**config.mk**
```make
export PLATFORM = sky130hd
export DESIGN_NAME = uart_tx_fifo
export DESIGN_NICKNAME = d
export VERILOG_FILES = /design/src/rtl/uart_tx_fifo.sv
export SDC_FILE = /design/constraint.sdc
export NUM_CORES = 1
export LEC_CHECK = 0
export BUFFER_PORTS_ARGS = -buffer_cell sky130_fd_sc_hd__buf_2
export CORE_ASPECT_RATIO = 0.7
export CORE_UTILIZATION = 50
export CTS_CLUSTER_DIAMETER = 50
export DETAILED_ROUTE_END_ITERATION = 8
export GPL_ROUTABILITY_DRIVEN = 0
export GPL_TIMING_DRIVEN = 0
export PLACE_DENSITY = 0.67
export RECOVER_POWER = 100
export SLEW_MARGIN = 20
export SYNTH_ARGS = -nofsm -noshare
export SYNTH_HDL_FRONTEND = slang
export SYNTH_SLANG_ARGS = --single-unit
export TNS_END_PERCENT = 30
```
**constraint.sdc**
```tcl
create_clock -name i_tx_clk -period 3.99 [get_ports i_tx_clk]
set_input_delay 0.798 -clock i_tx_clk [delete_from_list [all_inputs] [get_ports i_tx_clk]]
set_output_delay 0.798 -clock i_tx_clk [all_outputs]
set_load 0.02 [all_outputs]
```
**src/rtl/uart_tx_fifo.sv**
```systemverilog
// uart_tx_fifo: FIFO-buffered UART transmitter with runtime data length, parity, stop bits and baud divisor.
module uart_tx_fifo #(
    parameter int DATA_W     = 8,
    parameter int FIFO_DEPTH = 16,
    parameter int DIV_W      = 16
) (
    input  logic                          i_tx_clk,
    input  logic                          rst,
    input  logic [DATA_W-1:0]             i_data,
    input  logic                          i_data_valid,
    output logic                          o_data_ready,
    input  logic [3:0]                    i_len,
    input  logic                          i_parity_en,
    input  logic                          i_parity_ty,
    input  logic                          i_stop2,
    input  logic [DIV_W-1:0]              i_baud_div,
    output logic                          o_tx,
    output logic                          o_busy,
    output logic                          o_tx_done,
    output logic                          o_tx_er,
    output logic [$clog2(FIFO_DEPTH):0]   o_fifo_count
);
    localparam int AW = $clog2(FIFO_DEPTH);
    localparam logic [AW:0] FULL = (AW+1)'(FIFO_DEPTH);
    localparam logic [4:0] DW = 5'(DATA_W);
    localparam logic [2:0] IDLE = 3'd0, START = 3'd1, DATA = 3'd2, PARITY = 3'd3, STOP1 = 3'd4, STOP2 = 3'd5;

    logic [DATA_W-1:0] mem [FIFO_DEPTH];
    logic [AW-1:0]     wr_ptr, rd_ptr;
    logic [AW:0]       count;
    logic [2:0]        state;
    logic [DATA_W-1:0] shreg, head;
    logic [DIV_W-1:0]  cnt, div_q, div_eff;
    logic [3:0]        bit_idx, len_q;
    logic              par_en_q, par_q, stop2_q, head_par, push, pop, tick, len_ok;

    assign head         = mem[rd_ptr];
    assign push         = i_data_valid && o_data_ready;
    assign pop          = state == IDLE && count != '0;
    assign tick         = cnt == '0;
    assign len_ok       = i_len >= 4'd5 && {1'b0, i_len} <= DW;
    assign div_eff      = i_baud_div == '0 ? DIV_W'(1) : i_baud_div;
    assign o_data_ready = count < FULL;
    assign o_busy       = state != IDLE;
    assign o_fifo_count = count;

    // Parity only covers the bits actually sent for this frame's length
    always_comb begin
        head_par = i_parity_ty;
        for (int i = 0; i < DATA_W; i++)
            head_par = head_par ^ (head[i] & (i < int'(i_len)));
    end

    always_ff @(posedge i_tx_clk)
        if (push) mem[wr_ptr] <= i_data;

    always_ff @(posedge i_tx_clk) begin
        if (rst) begin
            wr_ptr    <= '0;
            rd_ptr    <= '0;
            count     <= '0;
            state     <= IDLE;
            o_tx      <= 1'b1;
            o_tx_done <= 1'b0;
            o_tx_er   <= 1'b0;
            cnt       <= '0;
            div_q     <= '0;
            bit_idx   <= '0;
            len_q     <= '0;
            shreg     <= '0;
            par_en_q  <= 1'b0;
            par_q     <= 1'b0;
            stop2_q   <= 1'b0;
        end else begin
            if (push) wr_ptr <= wr_ptr + AW'(1);
            if (pop) rd_ptr <= rd_ptr + AW'(1);
            count     <= count + (AW+1)'(push) - (AW+1)'(pop);
            o_tx_done <= 1'b0;
            o_tx_er   <= 1'b0;
            if (state != IDLE) cnt <= tick ? div_q - DIV_W'(1) : cnt - DIV_W'(1);
            case (state)
                IDLE: if (pop) begin
                    shreg    <= head;
                    len_q    <= i_len;
                    par_en_q <= i_parity_en;
                    par_q    <= head_par;
                    stop2_q  <= i_stop2;
                    div_q    <= div_eff;
                    cnt      <= div_eff - DIV_W'(1);
                    bit_idx  <= '0;
                    if (len_ok) begin
                        state <= START;
                        o_tx  <= 1'b0;
                    end else o_tx_er <= 1'b1;
                end
                START: if (tick) begin
                    state <= DATA;
                    o_tx  <= shreg[0];
                end
                DATA: if (tick) begin
                    if (bit_idx == len_q - 4'd1) begin
                        state <= par_en_q ? PARITY : STOP1;
                        o_tx  <= par_en_q ? par_q : 1'b1;
                    end else begin
                        bit_idx <= bit_idx + 4'd1;
                        shreg   <= shreg >> 1;
                        o_tx    <= shreg[1];
                    end
                end
                PARITY: if (tick) begin
                    state <= STOP1;
                    o_tx  <= 1'b1;
                end
                STOP1: if (tick) begin
                    state     <= stop2_q ? STOP2 : IDLE;
                    o_tx_done <= !stop2_q;
                end
                STOP2: if (tick) begin
                    state     <= IDLE;
                    o_tx_done <= 1'b1;
                end
                default: state <= IDLE;
            endcase
        end
    end
endmodule

```
; ---- Word level (Yosys, flattened, before mapping)
; Memory sizes are Yosys's and may differ from the RTL's. A register that Yosys moved wholly into a read port is not among the register bits.
; Index checks and enable logic that the tools add are counted.
[classes]
add_sub_neg = 9
n_mul = 0
n_div = 0
n_lt_le_gt_ge = 11
eq_ne = 15
shift = 0
muxes = 40
bitwise_logic = 18
n_reduce_logical = 16
[op_table]
columns = op, count
row1 = 16-bit two-way mux, 5
row2 = 16-bit by 1-bit subtractor with 16-bit output (second input constant), 3
row3 = 16-bit zero test, 2
row4 = 3-bit two-way mux, 10
row5 = 8-bit two-way mux, 3
row6 = 4-bit two-way mux, 5
row7 = 2-bit != test (second input constant), 9
row8 = 3-bit case mux with 6 select lines, 1
row9 = 3-bit by 4-bit < comparator with 1-bit output (first input constant), 4
row10 = 8-bit case mux with 2 select lines, 1
row11 = 4-bit by 1-bit adder with 4-bit output (second input constant), 3
row12 = 1-bit two-way mux, 12
row13 = 1-bit AND, 8
row14 = 1-bit by 4-bit < comparator with 1-bit output (first input constant), 2
row15 = 2-bit by 4-bit < comparator with 1-bit output (first input constant), 2
row16 = 4-bit case mux with 2 select lines, 1
row17 = 8-bit AND reduction, 1
row18 = 1-bit bitwise XOR, 8
row19 = 3-bit by 2-bit equality test with 1-bit output (second input constant), 2
row20 = 3-bit equality test (second input constant), 2
row21 = 6-bit AND reduction, 1
row22 = 5-bit by 1-bit adder with 5-bit output, 1
row23 = 5-bit < comparator (second input constant), 1
row24 = 5-bit nonzero test, 1
row25 = other kinds (18), 21
[totals]
regBits = 70
latch_bits = 0
mem_bits_rw = 128
romBits = 0
input_bits = 34
output_inout_bits = 10
elab_cells = 125
n_memories = 1
[memory_table]
columns = memory, words, width, read_ports, rd_clocked_by_memory_dff, write_ports, line
row1 = mem, 16, 8, 1, 1, 1, 28  ; logic [DATA_W-1:0] mem [FIFO_DEPTH];

; ---- Logic depth before layout (Yosys ltp)
[depth]
word_depth = 10
depth_mapped = 16
depth_no_buf = 15

; ---- Least setup slack after synthesis
; Ideal clock, no wire load.
[synth_timing]
kind = input -> register
startpoint = input i_baud_div[8]
endpoint = register cnt[14]
setup_ns = 0.065
arrival_ns = 3.170
required_ns = 3.925
setup_slack_ns = 0.754
path_stages = 11
path_buffers = 0
path_cell_list = or4_1 or4_1 nor3b_1 a21oi_1 ha_1 nand2_1 nor4_1 xnor2_1 a211oi_1 a21oi_1 nor2_1
[synth_via]
elab_chain_cells = 5
[synth_lines]
columns = element, line
row1 = from (decl), 16  ; input logic [DIV_W-1:0] i_baud_div,
row2 = 16-bit zero test, 42  ; assign div_eff = i_baud_div == '0 ? DIV_W'(1) : i_baud_div;
row3 = 16-bit two-way mux (*), 42
row4 = 16-bit by 1-bit subtractor with 16-bit output (*), 89  ; cnt <= div_eff - DIV_W'(1);
row5 = 16-bit two-way mux (*), 82  ; IDLE: if (pop) begin
row6 = 16-bit two-way mux (*), 81  ; case (state)
row7 = to (signal assigned), 80  ; if (state != IDLE) cnt <= tick ? div_q - DIV_W'(1) : cnt - DIV_W'(1);
row8 = to (signal assigned), 89
row9 = to (decl), 33  ; logic [DIV_W-1:0] cnt, div_q, div_eff;
; Mark *: on every way between the ends. The rest lies on a longest branch, timed or not.
; A chain may end at the register's enable or synchronous reset.

; ---- Worst setup path in the final report
[layout_timing]
startpoint = register cnt[0]
endpoint = register cnt[6]
[layout_via]
elab_chain_cells = 5
word_cells_on_any_way = 6
classes_between = 1 x add/sub / 4 x mux / 1 x reduce/logical
[layout_lines]
columns = element, line
row1 = 16-bit by 1-bit subtractor with 16-bit output or 16-bit zero test (tied branches), "80, 40"
row2 = 16-bit two-way mux (*) (2 in a row), 80
row3 = 16-bit two-way mux, 82
row4 = 16-bit two-way mux (*), 81
; Marked as above.

==> results.md <==
- Cell area after synthesis: 9065 um^2
- Pre-antenna DRT Iters: 6
- Syn nets: 786
- CTS clock-pin slew for the worst setup and hold paths: 0.06 ns
- Die area: 18,680 um^2
- Area grow syn2layout: 13.11%
- Die span in y: 114.7 um
- Worst Hold Class: flop to flop
- Routed WL: 21,510 um
- Min Tclk post-route: 3.843 ns
- First-pass GRT wire length: 33,280 um
- Overflow left after global routing: 0
- Synth async-reset ratio: 0%
- Final hold viol count: 0
- Clk Latency, worst-skew pair: 0.50 ns
- DRC: 0
- Worst Path Required: 4.39 ns
- Setup TNS: 0 ns
- CP Capture Type: flop
- Placed inst area: 9613 um^2
- Hold Slack: 0.4608 ns
- EDFF count, synth: 128
- Critical Path Start Type: flop
- Worst r2r src: cnt[0]
- Mean Syn Cell Area: 12.32 um^2
- Share of cells above drive strength 1: 13.20%
- Static Leak: 3.535 nW
- Synth top area cells: edfxtp_1, dfxtp_1, mux4_2
- Die width: 162.9 um
- Max Cap Viol: 0
- Clk sinks: 202
- WS Path Type: flop to flop
- Final Max Slew Viols: 0
- Routed vias/inst: 5.889
- Ys flop type: edfxtp_1
- Vias: 6,178
- Total track usage: 23.69%
- Least-Margin Pin Slew: 1.115 ns
- Number of global-route vias before repair: 6,047
- Yosys reg bits: 202
- H-tree levels: 1
- Synth cell types: 56
- Core Footprint: 17,470 um^2
- Worst VDD drop: 0.5222 mV
- Routed Antenna Nets: 0
- Iter 0 DRT Violations: 877
- # setup viols final: 0
- Initial antenna violation count: 0
- Fin area: 10,250 um^2
- # hold bufs at CTS: 0
- TritonCTS clock tree: yes
- Seq/Total Area, Yosys: 58.74%
- Post-synth top area share: 42.40%
- Unrepaired setup endpoints after global routing: yes
- CTS Buffer Depth: 3
- Most area-hungry cell type in the Yosys netlist: edfxtp_1
- Slew margin rel.: 25.43%
- Wirelength per Cell: 20.50 um
- HPWL Detailed: 15,100 um
- Tcrit/Tclk final: 96.32%
- Min-delay src: div_q[13]
- Max Fanout on Critical Path: 10
- Core Rows: 40
- Clock skew: 0.01427 ns
- Diodes inserted: 0
- Nets@finish: 853
- Synthesized instance count: 736
- Setup crit start: cnt[0]
- Largest net degree at the start of global routing: 17
- CP arrival: 4.24 ns
- Initial Util: 51.90%
- Power density cells: 712.0 nW/um^2
- Top post-synthesis cells by count: edfxtp_1, nor2_1, nand2_1
- Most frequent cell after synthesis: edfxtp_1
- Fmax: 0.2602 GHz
- Run status: finished, final reports clean
- Synth warnings: 0
- Port Buffer Count: 41
- # IOs: 44
- Root buf cell: clkbuf_16
- Postcts setup bufs: 0
- TritonCTS Buffers: 21
==> placed cells by master (no fill, tap or decap), drive strengths merged, types with 23 or more instances in the layout <==
master    n
a21oi    67
buf      33
clkbuf   77
dfxtp    74
edfxtp  128
inv      23
mux4     37
nand2    76
nor2     83
xnor2    23
==> metrics by stage <==
step / worst slack [ns] / total power, mW / std cells / util (%)
after global routing: -0.01786 / 7.666 / 1049 / 58.70
final: 0.1470 / 7.301 / 1049 / 58.70
after global placement: 0.1094 / 5.203 / 1008 / 54.73
after detailed placement: 0.03953 / 5.299 / 1012 / 55.04
after CTS: 0.01717 / 7.311 / 1050 / 59.06
after floorplan: 0.7545 / 4.606 / 736 / -
==> cell type report <==
cell class / count / area (um^2)
fill: 1423 / 7213
sequential: 202 / 5325
multi-input combinational: 473 / 3465
clock buffer: 27 / 568.0
tap: 231 / 289.0
timing repair buffer: 45 / 196.4
buffer: 38 / 192.7
clock inverter: 11 / 135.1
inverter: 22 / 82.58
==> where the power goes <==
group | total, mW | switching, mW | internal (mW) | leakage (nW)
clock network | 2.00 | 0.793 | 1.20 | 0.344
registers | 2.72 | 0.222 | 2.49 | 1.77
logic | 2.59 | 1.52 | 1.07 | 1.42
total | 7.30 | 2.53 | 4.77 | 3.53
==> per-layer routing <==
| layer | global-route usage (%) | wire, um | vias up | part of all wire [%] |
|---|---|---|---|---|
| li1 | - | - | 2862 | - |
| met5 | 0 | 0 | - | 0 |
| met4 | 4.611 | 282 | 0 | 1.3 |
| met3 | 4.636 | 1707 | 22 | 7.9 |
| met2 | 34.52 | 9272 | 242 | 43 |
| met1 | 36.76 | 10250 | 3052 | 48 |
==> sequential cells by signal, indices dropped and copies added (netlist names), 3 cells and up, named ones only <==
name / flops
shreg: 8
cnt: 16
len_q: 4
bit_idx: 4
div_q: 16
wr_ptr: 4
mem: 128
rd_ptr: 4
state: 3
o_fifo_count: 5
==> critical path: stages, from the launching register on <==
cell	delay [ns]
dfxtp_1	0.35
or4_1	0.53
nor4_1	0.40
buf_2	0.33
and2_1	0.27
clkbuf_1	0.43
a21oi_1	0.20
ha_1	0.34
nand3_1	0.19
or3b_2	0.20
mux2i_1	0.19
nand2_1	0.07
a311oi_1	0.25
==> kinds of logic after synthesis <==
logic type                 share of synthesized area, %
muxes                                             10.85
DFF                                               58.74
AOI/OAI and AO/OA                                 9.165
adders and majority gates                         2.291
buffers and inverters                             3.105
xor gates and xnor gates                          4.403
and+or+nand+nor                                   11.44
==> timing repair <==
item                                    CTS  global route
endpoints found under the hold margin     0             0
endpoints found under the setup margin    0             3
resized for setup                         0             1
==> worst paths after layout <==
kind / endpoint / slack [ns] / cells past startpoint
worst max register to register: cnt[6] / 0.15 / 12
worst min-delay path: div_q[13] / 0.46 / 2
worst min register to register: div_q[13] / 0.46 / 2
worst max-delay path: cnt[6] / 0.15 / 12
Power figures use the tool's default switching activity.
